$ cat src/rtl/uart_csr_pkg.sv
// uart_csr_pkg: shared constants for the UART CSR block.
//   - CSR byte offsets (DATA, STATUS, CONTROL, DIVISOR)
//   - STATUS and CONTROL bit positions
//   - default reset value of the baud divisor
package uart_csr_pkg;

  localparam logic [3:0] CSR_DATA    = 4'h0;
  localparam logic [3:0] CSR_STATUS  = 4'h4;
  localparam logic [3:0] CSR_CONTROL = 4'h8;
  localparam logic [3:0] CSR_DIVISOR = 4'hC;

  localparam int ST_TX_FULL     = 0;
  localparam int ST_TX_EMPTY    = 1;
  localparam int ST_RX_FULL     = 2;
  localparam int ST_RX_EMPTY    = 3;
  localparam int ST_RX_OVERRUN  = 4;
  localparam int ST_TX_OVERFLOW = 5;

  localparam int CTRL_TX_EN  = 0;
  localparam int CTRL_RX_EN  = 1;
  localparam int CTRL_IE_RX  = 2;
  localparam int CTRL_IE_TXE = 3;

  localparam logic [15:0] DIV_RESET_DEFAULT = 16'd27;

endpackage

$ cat src/rtl/uart_csr_if.sv
// uart_csr_if: BRAM-style CSR access bus between the AXI-lite slave and uart_csr.
//   bram_addr/bram_wr/bram_wr_data/bram_rd driven by the master (upstream),
//   bram_rd_data returned by the slave one cycle after bram_rd.
interface uart_csr_if #(
  parameter int ADD_WIDTH = 8
) ();
  logic [ADD_WIDTH-1:0] bram_addr;
  logic                 bram_wr;
  logic [31:0]          bram_wr_data;
  logic                 bram_rd;
  logic [31:0]          bram_rd_data;

  modport master (
    output bram_addr, bram_wr, bram_wr_data, bram_rd,
    input  bram_rd_data
  );

  modport slave (
    input  bram_addr, bram_wr, bram_wr_data, bram_rd,
    output bram_rd_data
  );
endinterface

$ cat src/rtl/uart_csr_fifo.sv
// uart_csr_fifo: synchronous FIFO with combinational head output.
//   clk, rst      clock, synchronous active-high reset (flushes pointers/count)
//   push/push_data write side; a push while full is accepted only if a pop
//                 happens in the same cycle
//   pop/pop_data  read side; pop_data is the current head, pop ignored when empty
//   full/empty/count occupancy
module uart_csr_fifo #(
  parameter int WIDTH = 8,
  parameter int DEPTH = 16
) (
  input  logic                   clk,
  input  logic                   rst,
  input  logic                   push,
  input  logic [WIDTH-1:0]       push_data,
  input  logic                   pop,
  output logic [WIDTH-1:0]       pop_data,
  output logic                   full,
  output logic                   empty,
  output logic [$clog2(DEPTH):0] count
);
  localparam int AW = $clog2(DEPTH);
  localparam int CW = AW + 1;

  logic [WIDTH-1:0] mem_q [DEPTH];
  logic [AW-1:0]    wr_ptr_q, wr_ptr_d;
  logic [AW-1:0]    rd_ptr_q, rd_ptr_d;
  logic [CW-1:0]    count_q, count_d;
  logic             do_push, do_pop;

  assign empty    = (count_q == '0);
  assign full     = (count_q == CW'(DEPTH));
  assign do_pop   = pop & ~empty;
  // A same-cycle pop frees the slot, so a push while full still goes in.
  assign do_push  = push & (~full | do_pop);
  assign pop_data = mem_q[rd_ptr_q];
  assign count    = count_q;

  always_comb begin
    wr_ptr_d = wr_ptr_q;
    rd_ptr_d = rd_ptr_q;
    count_d  = count_q;
    if (do_push) wr_ptr_d = wr_ptr_q + AW'(1);
    if (do_pop)  rd_ptr_d = rd_ptr_q + AW'(1);
    case ({do_push, do_pop})
      2'b10:   count_d = count_q + CW'(1);
      2'b01:   count_d = count_q - CW'(1);
      default: count_d = count_q;
    endcase
  end

  always_ff @(posedge clk) begin
    if (rst) begin
      wr_ptr_q <= '0;
      rd_ptr_q <= '0;
      count_q  <= '0;
    end else begin
      wr_ptr_q <= wr_ptr_d;
      rd_ptr_q <= rd_ptr_d;
      count_q  <= count_d;
    end
  end

  // Storage is pure data: no reset needed, occupancy is tracked by count_q.
  always_ff @(posedge clk) begin
    if (do_push) mem_q[wr_ptr_q] <= push_data;
  end

endmodule

$ cat src/rtl/uart_csr.sv
// uart_csr: CSR register file plus TX/RX byte FIFOs for the UART.
//   aclk, areset  clock, synchronous active-high reset
//   bus           BRAM-style CSR access (slave side), read data registered
//   tx_data/tx_valid/tx_ready  byte stream to the serializer
//   rx_data/rx_valid           byte push from the deserializer (no backpressure)
//   baud_div, tx_en, rx_en     register outputs
//   irq           registered level interrupt
module uart_csr
  import uart_csr_pkg::*;
#(
  parameter int          ADD_WIDTH  = 8,
  parameter int          FIFO_DEPTH = 16,
  parameter logic [15:0] DIV_RESET  = DIV_RESET_DEFAULT
) (
  input  logic        aclk,
  input  logic        areset,
  uart_csr_if.slave   bus,
  output logic [7:0]  tx_data,
  output logic        tx_valid,
  input  logic        tx_ready,
  input  logic [7:0]  rx_data,
  input  logic        rx_valid,
  output logic [15:0] baud_div,
  output logic        tx_en,
  output logic        rx_en,
  output logic        irq
);
  localparam int CW = $clog2(FIFO_DEPTH) + 1;
  localparam logic [1:0] SEL_DATA    = CSR_DATA[3:2];
  localparam logic [1:0] SEL_STATUS  = CSR_STATUS[3:2];
  localparam logic [1:0] SEL_CONTROL = CSR_CONTROL[3:2];
  localparam logic [1:0] SEL_DIVISOR = CSR_DIVISOR[3:2];

  logic [3:0]    ctrl_q, ctrl_d;
  logic [15:0]   div_q, div_d;
  logic          rx_ovr_q, rx_ovr_d;
  logic          tx_ovf_q, tx_ovf_d;
  logic [31:0]   rd_data_q, rd_data_d;
  logic          irq_q, irq_d;

  logic          mapped, wr_hit, rd_hit;
  logic [1:0]    sel;
  logic [31:0]   wd, rd_value;
  logic          tx_push, tx_pop, tx_full, tx_empty;
  logic          rx_push, rx_pop, rx_full, rx_empty;
  logic [7:0]    tx_head, rx_head;
  logic [CW-1:0] tx_count, rx_count;
  logic          unused_bits;

  assign wd     = bus.bram_wr_data;
  assign sel    = bus.bram_addr[3:2];
  assign mapped = (bus.bram_addr[ADD_WIDTH-1:4] == '0);
  assign wr_hit = bus.bram_wr & mapped;
  // The write wins a collision, so the read has no side effect then.
  assign rd_hit = bus.bram_rd & ~bus.bram_wr & mapped;

  assign unused_bits = ^{bus.bram_addr[1:0], wd[31:16]};

  assign tx_push  = wr_hit & (sel == SEL_DATA);
  assign tx_valid = ctrl_q[CTRL_TX_EN] & ~tx_empty;
  assign tx_pop   = tx_valid & tx_ready;
  assign tx_data  = tx_empty ? 8'h00 : tx_head;

  assign rx_push  = rx_valid & ctrl_q[CTRL_RX_EN];
  assign rx_pop   = rd_hit & (sel == SEL_DATA);

  uart_csr_fifo #(.WIDTH(8), .DEPTH(FIFO_DEPTH)) u_tx_fifo (
    .clk       (aclk),
    .rst       (areset),
    .push      (tx_push),
    .push_data (wd[7:0]),
    .pop       (tx_pop),
    .pop_data  (tx_head),
    .full      (tx_full),
    .empty     (tx_empty),
    .count     (tx_count)
  );

  uart_csr_fifo #(.WIDTH(8), .DEPTH(FIFO_DEPTH)) u_rx_fifo (
    .clk       (aclk),
    .rst       (areset),
    .push      (rx_push),
    .push_data (rx_data),
    .pop       (rx_pop),
    .pop_data  (rx_head),
    .full      (rx_full),
    .empty     (rx_empty),
    .count     (rx_count)
  );

  always_comb begin
    rd_value = '0;
    if (mapped) begin
      case (sel)
        SEL_DATA:    rd_value = rx_empty ? 32'h0 : {24'h0, rx_head};
        SEL_STATUS: begin
          rd_value[ST_TX_FULL]     = tx_full;
          rd_value[ST_TX_EMPTY]    = tx_empty;
          rd_value[ST_RX_FULL]     = rx_full;
          rd_value[ST_RX_EMPTY]    = rx_empty;
          rd_value[ST_RX_OVERRUN]  = rx_ovr_q;
          rd_value[ST_TX_OVERFLOW] = tx_ovf_q;
          rd_value[15:8]           = 8'(tx_count);
          rd_value[23:16]          = 8'(rx_count);
        end
        SEL_CONTROL: rd_value = {28'h0, ctrl_q};
        SEL_DIVISOR: rd_value = {16'h0, div_q};
        default:     rd_value = '0;
      endcase
    end
  end

  always_comb begin
    ctrl_d    = ctrl_q;
    div_d     = div_q;
    rx_ovr_d  = rx_ovr_q;
    tx_ovf_d  = tx_ovf_q;
    rd_data_d = rd_data_q;
    if (wr_hit) begin
      case (sel)
        SEL_STATUS: begin
          if (wd[ST_RX_OVERRUN])  rx_ovr_d = 1'b0;
          if (wd[ST_TX_OVERFLOW]) tx_ovf_d = 1'b0;
        end
        SEL_CONTROL: ctrl_d = wd[3:0];
        SEL_DIVISOR: div_d  = wd[15:0];
        default: ;
      endcase
    end
    // Sticky sets come after the W1C clear so a coincident set wins.
    if (tx_push & tx_full & ~tx_pop) tx_ovf_d = 1'b1;
    if (rx_push & rx_full & ~rx_pop) rx_ovr_d = 1'b1;
    if (bus.bram_rd) rd_data_d = bus.bram_wr ? 32'h0 : rd_value;
  end

  assign irq_d = (ctrl_q[CTRL_IE_RX] & ~rx_empty) | (ctrl_q[CTRL_IE_TXE] & tx_empty);

  always_ff @(posedge aclk) begin
    if (areset) begin
      ctrl_q    <= '0;
      div_q     <= DIV_RESET;
      rx_ovr_q  <= 1'b0;
      tx_ovf_q  <= 1'b0;
      rd_data_q <= '0;
      irq_q     <= 1'b0;
    end else begin
      ctrl_q    <= ctrl_d;
      div_q     <= div_d;
      rx_ovr_q  <= rx_ovr_d;
      tx_ovf_q  <= tx_ovf_d;
      rd_data_q <= rd_data_d;
      irq_q     <= irq_d;
    end
  end

  assign bus.bram_rd_data = rd_data_q;
  assign baud_div         = div_q;
  assign tx_en            = ctrl_q[CTRL_TX_EN];
  assign rx_en            = ctrl_q[CTRL_RX_EN];
  assign irq              = irq_q;

endmodule

$ cat src/flat_wrapper.sv
// flat-port wrapper written by rule: the top's interface ports become plain ports
module uart_csr_flat import uart_csr_pkg::*;
#(
  parameter int          ADD_WIDTH  = 8,
  parameter int          FIFO_DEPTH = 16,
  parameter logic [15:0] DIV_RESET  = DIV_RESET_DEFAULT
)
  (aclk, areset, tx_data, tx_valid, tx_ready, rx_data, rx_valid, baud_div, tx_en, rx_en, irq, bus_bram_addr, bus_bram_wr, bus_bram_wr_data, bus_bram_rd, bus_bram_rd_data);
  uart_csr_if #(.ADD_WIDTH(ADD_WIDTH)) bus_i ();
  input  logic aclk;
  input  logic areset;
  output logic [7:0] tx_data;
  output logic tx_valid;
  input  logic tx_ready;
  input  logic [7:0] rx_data;
  input  logic rx_valid;
  output logic [15:0] baud_div;
  output logic tx_en;
  output logic rx_en;
  output logic irq;
  input wire logic [$bits(bus_i.bram_addr)-1:0] bus_bram_addr;
  input wire logic [$bits(bus_i.bram_wr)-1:0] bus_bram_wr;
  input wire logic [$bits(bus_i.bram_wr_data)-1:0] bus_bram_wr_data;
  input wire logic [$bits(bus_i.bram_rd)-1:0] bus_bram_rd;
  output wire logic [$bits(bus_i.bram_rd_data)-1:0] bus_bram_rd_data;
  assign bus_i.bram_addr = bus_bram_addr;
  assign bus_i.bram_wr = bus_bram_wr;
  assign bus_i.bram_wr_data = bus_bram_wr_data;
  assign bus_i.bram_rd = bus_bram_rd;
  assign bus_bram_rd_data = bus_i.bram_rd_data;
  uart_csr #(.ADD_WIDTH(ADD_WIDTH), .FIFO_DEPTH(FIFO_DEPTH), .DIV_RESET(DIV_RESET)) u_core (.aclk(aclk), .areset(areset), .bus(bus_i), .tx_data(tx_data), .tx_valid(tx_valid), .tx_ready(tx_ready), .rx_data(rx_data), .rx_valid(rx_valid), .baud_div(baud_div), .tx_en(tx_en), .rx_en(rx_en), .irq(irq));
endmodule
$ cat config.mk
export PLATFORM = sky130hd
export DESIGN_NAME = uart_csr_flat
export DESIGN_NICKNAME = d
export VERILOG_FILES = /design/src/rtl/uart_csr_pkg.sv /design/src/rtl/uart_csr_if.sv /design/src/rtl/uart_csr_fifo.sv /design/src/rtl/uart_csr.sv /design/src/flat_wrapper.sv
export SDC_FILE = /design/constraint.sdc
export NUM_CORES = 1
export LEC_CHECK = 0
export ABC_AREA = 1
export CORE_ASPECT_RATIO = 1.4
export CORE_MARGIN = 5
export CORE_UTILIZATION = 40
export DETAILED_ROUTE_END_ITERATION = 7
export DONT_BUFFER_PORTS = 1
export HOLD_SLACK_MARGIN = 0.1
export PLACE_DENSITY = 0.61
export SLEW_MARGIN = 20
export SYNTH_ARGS = -nofsm -noshare
export SYNTH_HDL_FRONTEND = slang
export SYNTH_SLANG_ARGS = --single-unit
$ cat constraint.sdc
create_clock -name aclk -period 4.81 [get_ports aclk]
set_input_delay 0.962 -clock aclk [delete_from_list [all_inputs] [get_ports aclk]]
set_output_delay 0.962 -clock aclk [all_outputs]
set_load 0.01 [all_outputs]
==> flow_summary_export.csv, run 1 <==
group,metric,value,unit
run_status,status,"complete, no violations",
final_layout,layout_common_cells,"nand2_1 (300), edfxtp_1 (256), nor2_1 (156), inv_1 (136), nand3_1 (119)",
hold_path,hold_class,"reg -> reg",
sta,worst_pin_slew,1.04,ns
clock_tree,cts_buffers,36,
logic_synthesis,synth_edf_count,256,
clock_tree,clkTransAtPathRegs,0.06,ns
global_route,grt_pass1_wl,52700,µm
setup_path,crit_path_cell_trace,"buf_4, inv_1, buf_4, o21ai_0, o221ai_1, nand3_1, a21oi_1",
logic_synthesis,ys_seq_elements,334,
global_route,grt_max_degree,65,
detailed_routing,via_per_inst,5.12,
sta,slew_violations,0,
pwr,peakVddDrop,0.287,mV
placed_design,gp_routability_congestion,0.805,
sta,clock_skew,0.0136,ns
setup_path,critPathKind,"reg -> out",
setup_path,crit_buf_inv,3,
sta,period_minus_slack,3.61,ns
logic_synthesis,synth-async-reset-ratio,0,%
die,coreArea,35700,µm²
pwr,p_leak,0.00594,µW
final_layout,nets,1470,
setup_path,worstSetupEndpointType,"output pin",
setup_path,cp_slowest_cell,"inv_1",
setup_path,cp.arrival,2.65,ns
logic_synthesis,synthCells,1412,
detailed_routing,wl,34100,µm
final_layout,utilization,44.2,%
clock_tree,cts_resized,0,
logic_synthesis,synth_flop_cell,"edfxtp_1",
run,drv_cap,0,
final_layout,final_common_cell,"nand2_1",
final_layout,drive_above_1_share,7.25,%
global_route,grt_pass1_vias,9273,
placed_design,dp_hpwl,21800,µm
setup_path,cp.required,3.85,ns
global_route,gr-usage-met1,20.3,%
sta,post-route-period-util,75.1,%
global_route,grt_usage,16.9,%
global_route,grt_overflow_total,0,
clock_tree,ctsHoldBuffers,0,
sta,relSlewSlack,30.6,%
logic_synthesis,synth_area,14400,µm²
setup_path,path_max_fanout,33,
clock_tree,post_cts_buffers,0,
global_route,antenna_found_initial,1,
logic_synthesis,avgSynthCellArea,10.2,µm²
die,row_count,82,
die,ioPinCount,114,
sta,rsz0062_at_grt,"no",
logic_synthesis,yosysUniqueCellTypes,40,
die,dieArea,39900,µm²
global_route,use_met3,3.27,%
final_layout,antenna_cells,0,
sta,hold_viol,0,
setup_path,cpMostUsedCell,"buf_4",
detailed_routing,ant_nets,0,
logic_synthesis,synth-warning-count,0,
sta,setup_tns,0,ns
detailed_routing,drt_iter0_markers,686,
placed_design,io_buffers,0,
clock_tree,clock_latency,0.51,ns
clock_tree,numClockSinks,334,
setup_path,cpPeakStageDelay,0.39,ns
detailed_routing,firstDrtPassIters,7,
pwr,power,5750,µW
pwr,p_per_area,365,nW/µm²
clock_tree,cts_tree,"built",
detailed_routing,vias,9627,
clock_tree,cts.htree.levels,2,
final_layout,syn_to_final_growth,9.81,%
clock_tree,clock-root-buffer,"clkbuf_16",
sta,fmax,277,MHz
setup_path,start_kind,"flip-flop",
die,initial_core_util,40.2,%
detailed_routing,drc_errors,0,
clock_tree,clk_path_buf_depth,3,
die,dieHeight,234,µm
setup_path,path_delay_family,"buffers and inverters",
global_route,busiest_layer,"met2",
sta,setup-violations-final,0,
detailed_routing,wire_per_inst,18.1,µm
logic_synthesis,ys_seq_area_share,64.4,%
die,die_w,170,µm
global_route,gr-usage-met2,30.3,%
==> through the flow <==
| stage | instance area (µm²) | hold WS [ns] | instances | worst slack, ns |
|---|---|---|---|---|
| floorplan | 14400 | 0.435 | 1422 | 1.90 |
| detailed placement | 14700 | 0.463 | 1817 | 1.55 |
| finish | 15800 | 0.476 | 1882 | 1.20 |
| global route | 15800 | 0.495 | 1882 | 0.966 |
| global placement | 14700 | 0.456 | 1817 | 1.58 |
| CTS | 15800 | 0.475 | 1882 | 1.12 |
==> cells in the mapped netlist, types with 16 or more instances <==
cell | number | area share (%)
a21oi_1 | 61 | 2.1
buf_2 | 25 | 0.87
buf_4 | 16 | 0.84
clkbuf_1 | 32 | 0.84
dfxtp_1 | 78 | 11
edfxtp_1 | 256 | 54
ha_1 | 22 | 1.9
inv_1 | 136 | 3.6
inv_2 | 16 | 0.42
nand2_1 | 300 | 7.8
nand3_1 | 119 | 4.1
nor2_1 | 156 | 4.1
o21ai_0 | 99 | 3.4
o221ai_1 | 24 | 1.5
==> area by class of cell <==
cell class	count	area (µm²)
multi-input combinational	859	4200
clock inverter	16	116
timing repair buffer	8	60.1
sequential	334	9250
fill	3336	19900
tap	462	578
inverter	154	581
clock buffer	49	991
==> sequential cells by signal (all words and copies together) (netlist names), named ones only <==
signal,count
u_core.u_rx_fifo.mem_q,128
u_core.u_tx_fifo.mem_q,128
u_core.bus.bram_rd_data,21
u_core.baud_div,16
u_core.u_rx_fifo.count,5
u_core.u_tx_fifo.count,5
u_core.ctrl_q,4
u_core.u_rx_fifo.rd_ptr_q,4
u_core.u_rx_fifo.wr_ptr_q,4
u_core.u_tx_fifo.rd_ptr_q,4
u_core.u_tx_fifo.wr_ptr_q,4
u_core.irq,1
u_core.rx_ovr_q,1
u_core.tx_ovf_q,1
==> power breakdown <==
| group | internal, µW | switching (µW) | total, µW |
|---|---|---|---|
| registers | 3100 | 3.59 | 3110 |
| logic | 11.9 | 36.8 | 48.7 |
| clock network | 1500 | 1090 | 2600 |
| total | 4620 | 1130 | 5750 |
==> worst register-to-register path: cells and delay by family, from the launching register on <==
| kind | cells | cell delay (ns) |
|---|---|---|
| and+or+nand+nor | 11 | 1.10 |
| adders and majority gates | 2 | 0.48 |
| DFF | 1 | 0.36 |
| AOI/OAI and AO/OA | 3 | 0.34 |
| xor gates and xnor gates | 1 | 0.22 |
| buffers and inverters | 2 | 0.11 |
==> per-layer routing <==
layer  vias to the layer above  wire [µm]
met5                         -          0
met2                       230      17900
met1                      4632      13400
li1                       4698          -
met4                         0        982
met3                        67       1810
==> final timing paths <==
kind | start | slack (ns) | cells past startpoint | endpoint
setup / recovery | flip-flop | 1.20 | 7 | tx_data[2]
hold / removal | u_core.u_rx_fifo.count[4] | 0.48 | 2 | u_core.bus.bram_rd_data[20]
setup reg to reg | u_core.u_tx_fifo.count[0] | 2.10 | 19 | u_core.u_tx_fifo.count[4]
hold reg to reg | u_core.u_rx_fifo.count[4] | 0.48 | 2 | u_core.bus.bram_rd_data[20]
==> logic make-up (layout without fill, tap and decap cells) <==
logic type / after synthesis / count (layout) / synth area share [%]
AO/OA/AOI/OAI: 211 / 211 / 8.37
XOR/XNOR: 11 / 11 / 0.671
adder cells (fa/ha/maj): 23 / 23 / 2.06
buffers and inverters: 229 / 227 / 6.66
flip-flops: 334 / 334 / 64.4
other: 1 / 11 / 0.0261
AND/OR/NAND/NOR: 603 / 603 / 17.8
No activity file was read; power rests on OpenSTA's default activity.
==> run 2, diff against run 1 <==
Settings changed: PLACE_DENSITY 0.61 to 0.63.
Clock period 4.81 ns to 3.3 ns, I/O delays scaled along.
==> flow_summary_export.csv, run 2 (synthesis gave the netlist of run 1 again) <==
group,metric,value,unit
clock_tree,ctsHoldBuffers,0,
global_route,grt_overflow_total,0,
clock_tree,cts.htree.levels,2,
pwr,p_sw_share,18.8,%
hold_path,hold_class,"in -> reg",
setup_path,cpPeakStageDelay,0.45,ns
global_route,grt_max_degree,65,
placed_design,io_buffers,0,
run,drv_cap,0,
placed_design,placed_cells,1851,
final_layout,final_common_cell,"nand2_1",
pwr,seqPwrFrac,52.3,%
clock_tree,cts_tree,"built",
sta,setup_tns,0,ns
die,dieArea,39900,µm²
setup_path,worstSetupEndpointType,"output pin",
final_layout,final_cell_area,16100,µm²
sta,post-route-period-util,88.7,%
pwr,p_per_area,537,nW/µm²
final_layout,antenna_cells,0,
setup_path,cp_slowest_cell,"dfxtp_2",
global_route,grt_pass1_wl,52100,µm
setup_path,crit_path_cell_trace,"buf_4, o21ai_0, o221ai_1, nand3_1, a21oi_1",
pwr,p_leak,0.00617,µW
clock_tree,cts_resized,0,
sta,relSlewSlack,28.0,%
global_route,grt_usage,16.6,%
die,dieHeight,234,µm
setup_path,path_max_fanout,32,
sta,slew_violations,0,
clock_tree,clock_latency,0.51,ns
die,die_w,170,µm
setup_path,cp.arrival,2.27,ns
sta,setup-violations-final,0,
detailed_routing,drc_errors,0,
die,ioPinCount,114,
setup_path,start_kind,"flip-flop",
detailed_routing,wire_per_inst,17.8,µm
sta,fmax,342,MHz
detailed_routing,via_per_inst,5.08,
detailed_routing,drt_iter0_markers,815,
sta,rsz0062_at_grt,"no",
detailed_routing,vias,9720,
setup_path,path_delay_family,"compound AO/OA/AOI/OAI gates",
final_layout,layout_common_cells,"nand2_1 (300), edfxtp_1 (256), nor2_1 (156), inv_1 (137), nand3_1 (119)",
detailed_routing,wl,34100,µm
detailed_routing,firstDrtPassIters,8,
clock_tree,clkTransAtPathRegs,0.06,ns
pwr,clockPowerShare,46.9,%
pwr,p_int,7040,µW
placed_design,placed_area,14900,µm²
run_status,status,"complete, no violations",
final_layout,nets,1503,
final_layout,fin_cells,1914,
pwr,combPwrFrac,0.8,%
placed_design,dp_hpwl,22900,µm
clock_tree,clock-root-buffer,"clkbuf_16",
detailed_routing,ant_nets,0,
sta,clock_skew,0.0216,ns
clock_tree,clk_path_buf_depth,3,
final_layout,utilization,45.1,%
sta,hold_viol,0,
setup_path,crit_buf_inv,1,
setup_path,critPathKind,"reg -> out",
clock_tree,numClockSinks,334,
pwr,switching_power,1620,µW
clock_tree,cts_buffers,35,
global_route,grt_pass1_vias,9374,
setup_path,cp.required,2.64,ns
pwr,peakVddDrop,0.694,mV
die,coreArea,35700,µm²
placed_design,gp_routability_congestion,0.871,
die,initial_core_util,40.2,%
final_layout,drive_above_1_share,9.44,%
sta,worst_pin_slew,1.08,ns
final_layout,syn_to_final_growth,12.2,%
sta,period_minus_slack,2.93,ns
global_route,antenna_found_initial,0,
die,row_count,82,
clock_tree,post_cts_buffers,0,
[run 2: changes by cell type in the layout (fill, tap and decap cells not counted), moves of 2 or more]
cell and change:
bufinv_16 +4, clkinvlp_4 -2, clkinv_1 -2, buf_4 +34
[run 2: cell type report]
cell class	count	area, µm²
clock buffers	48	987
clock inverters	15	206
fillers	3329	19600
inverters	154	581
multi-input cells	859	4200
flip-flops and latches	334	9250
well taps	462	578
repair buffers	42	315
[run 2: routing by layer]
| metal | routed length, µm | global-route usage, % |
|---|---|---|
| met4 | 1010 | 5.64 |
| met2 | 17900 | 30.2 |
| met1 | 13500 | 19.7 |
| met5 | 0 | 0 |
| met3 | 1710 | 2.75 |
[run 2: metrics by stage]
step	total power [µW]	hold slack, ns	setup slack (ns)
2_1_floorplan	4690	0.435	0.689
6_report	8660	0.226	0.373
3_5_place_dp	4690	0.459	0.343
4_1_cts	8730	0.197	0.323
5_1_grt	8910	0.196	0.194
3_3_place_gp	4690	0.448	0.328
[run 2: power groups by stage]
stage / logic, µW / registers, µW / clock network [µW]
after floorplan: 71.4 / 4620 / 0
after global placement: 70.3 / 4620 / 0
after detailed placement: 70.9 / 4620 / 0
after CTS: 71.5 / 4530 / 4130
after global routing: 79.9 / 4520 / 4310
final: 71.8 / 4530 / 4060
[run 2: worst paths after layout]
path,depth (start not counted),startpoint,end,slack (ns)
worst max-delay path,5,flip-flop,tx_data[2],0.37
worst min-delay path,1,areset,u_core.bus.bram_rd_data[16],0.23
worst max register to register,19,u_core.u_tx_fifo.count[0],u_core.u_tx_fifo.count[4],0.59
worst min register to register,2,u_core.rx_ovr_q,u_core.rx_ovr_q,0.47
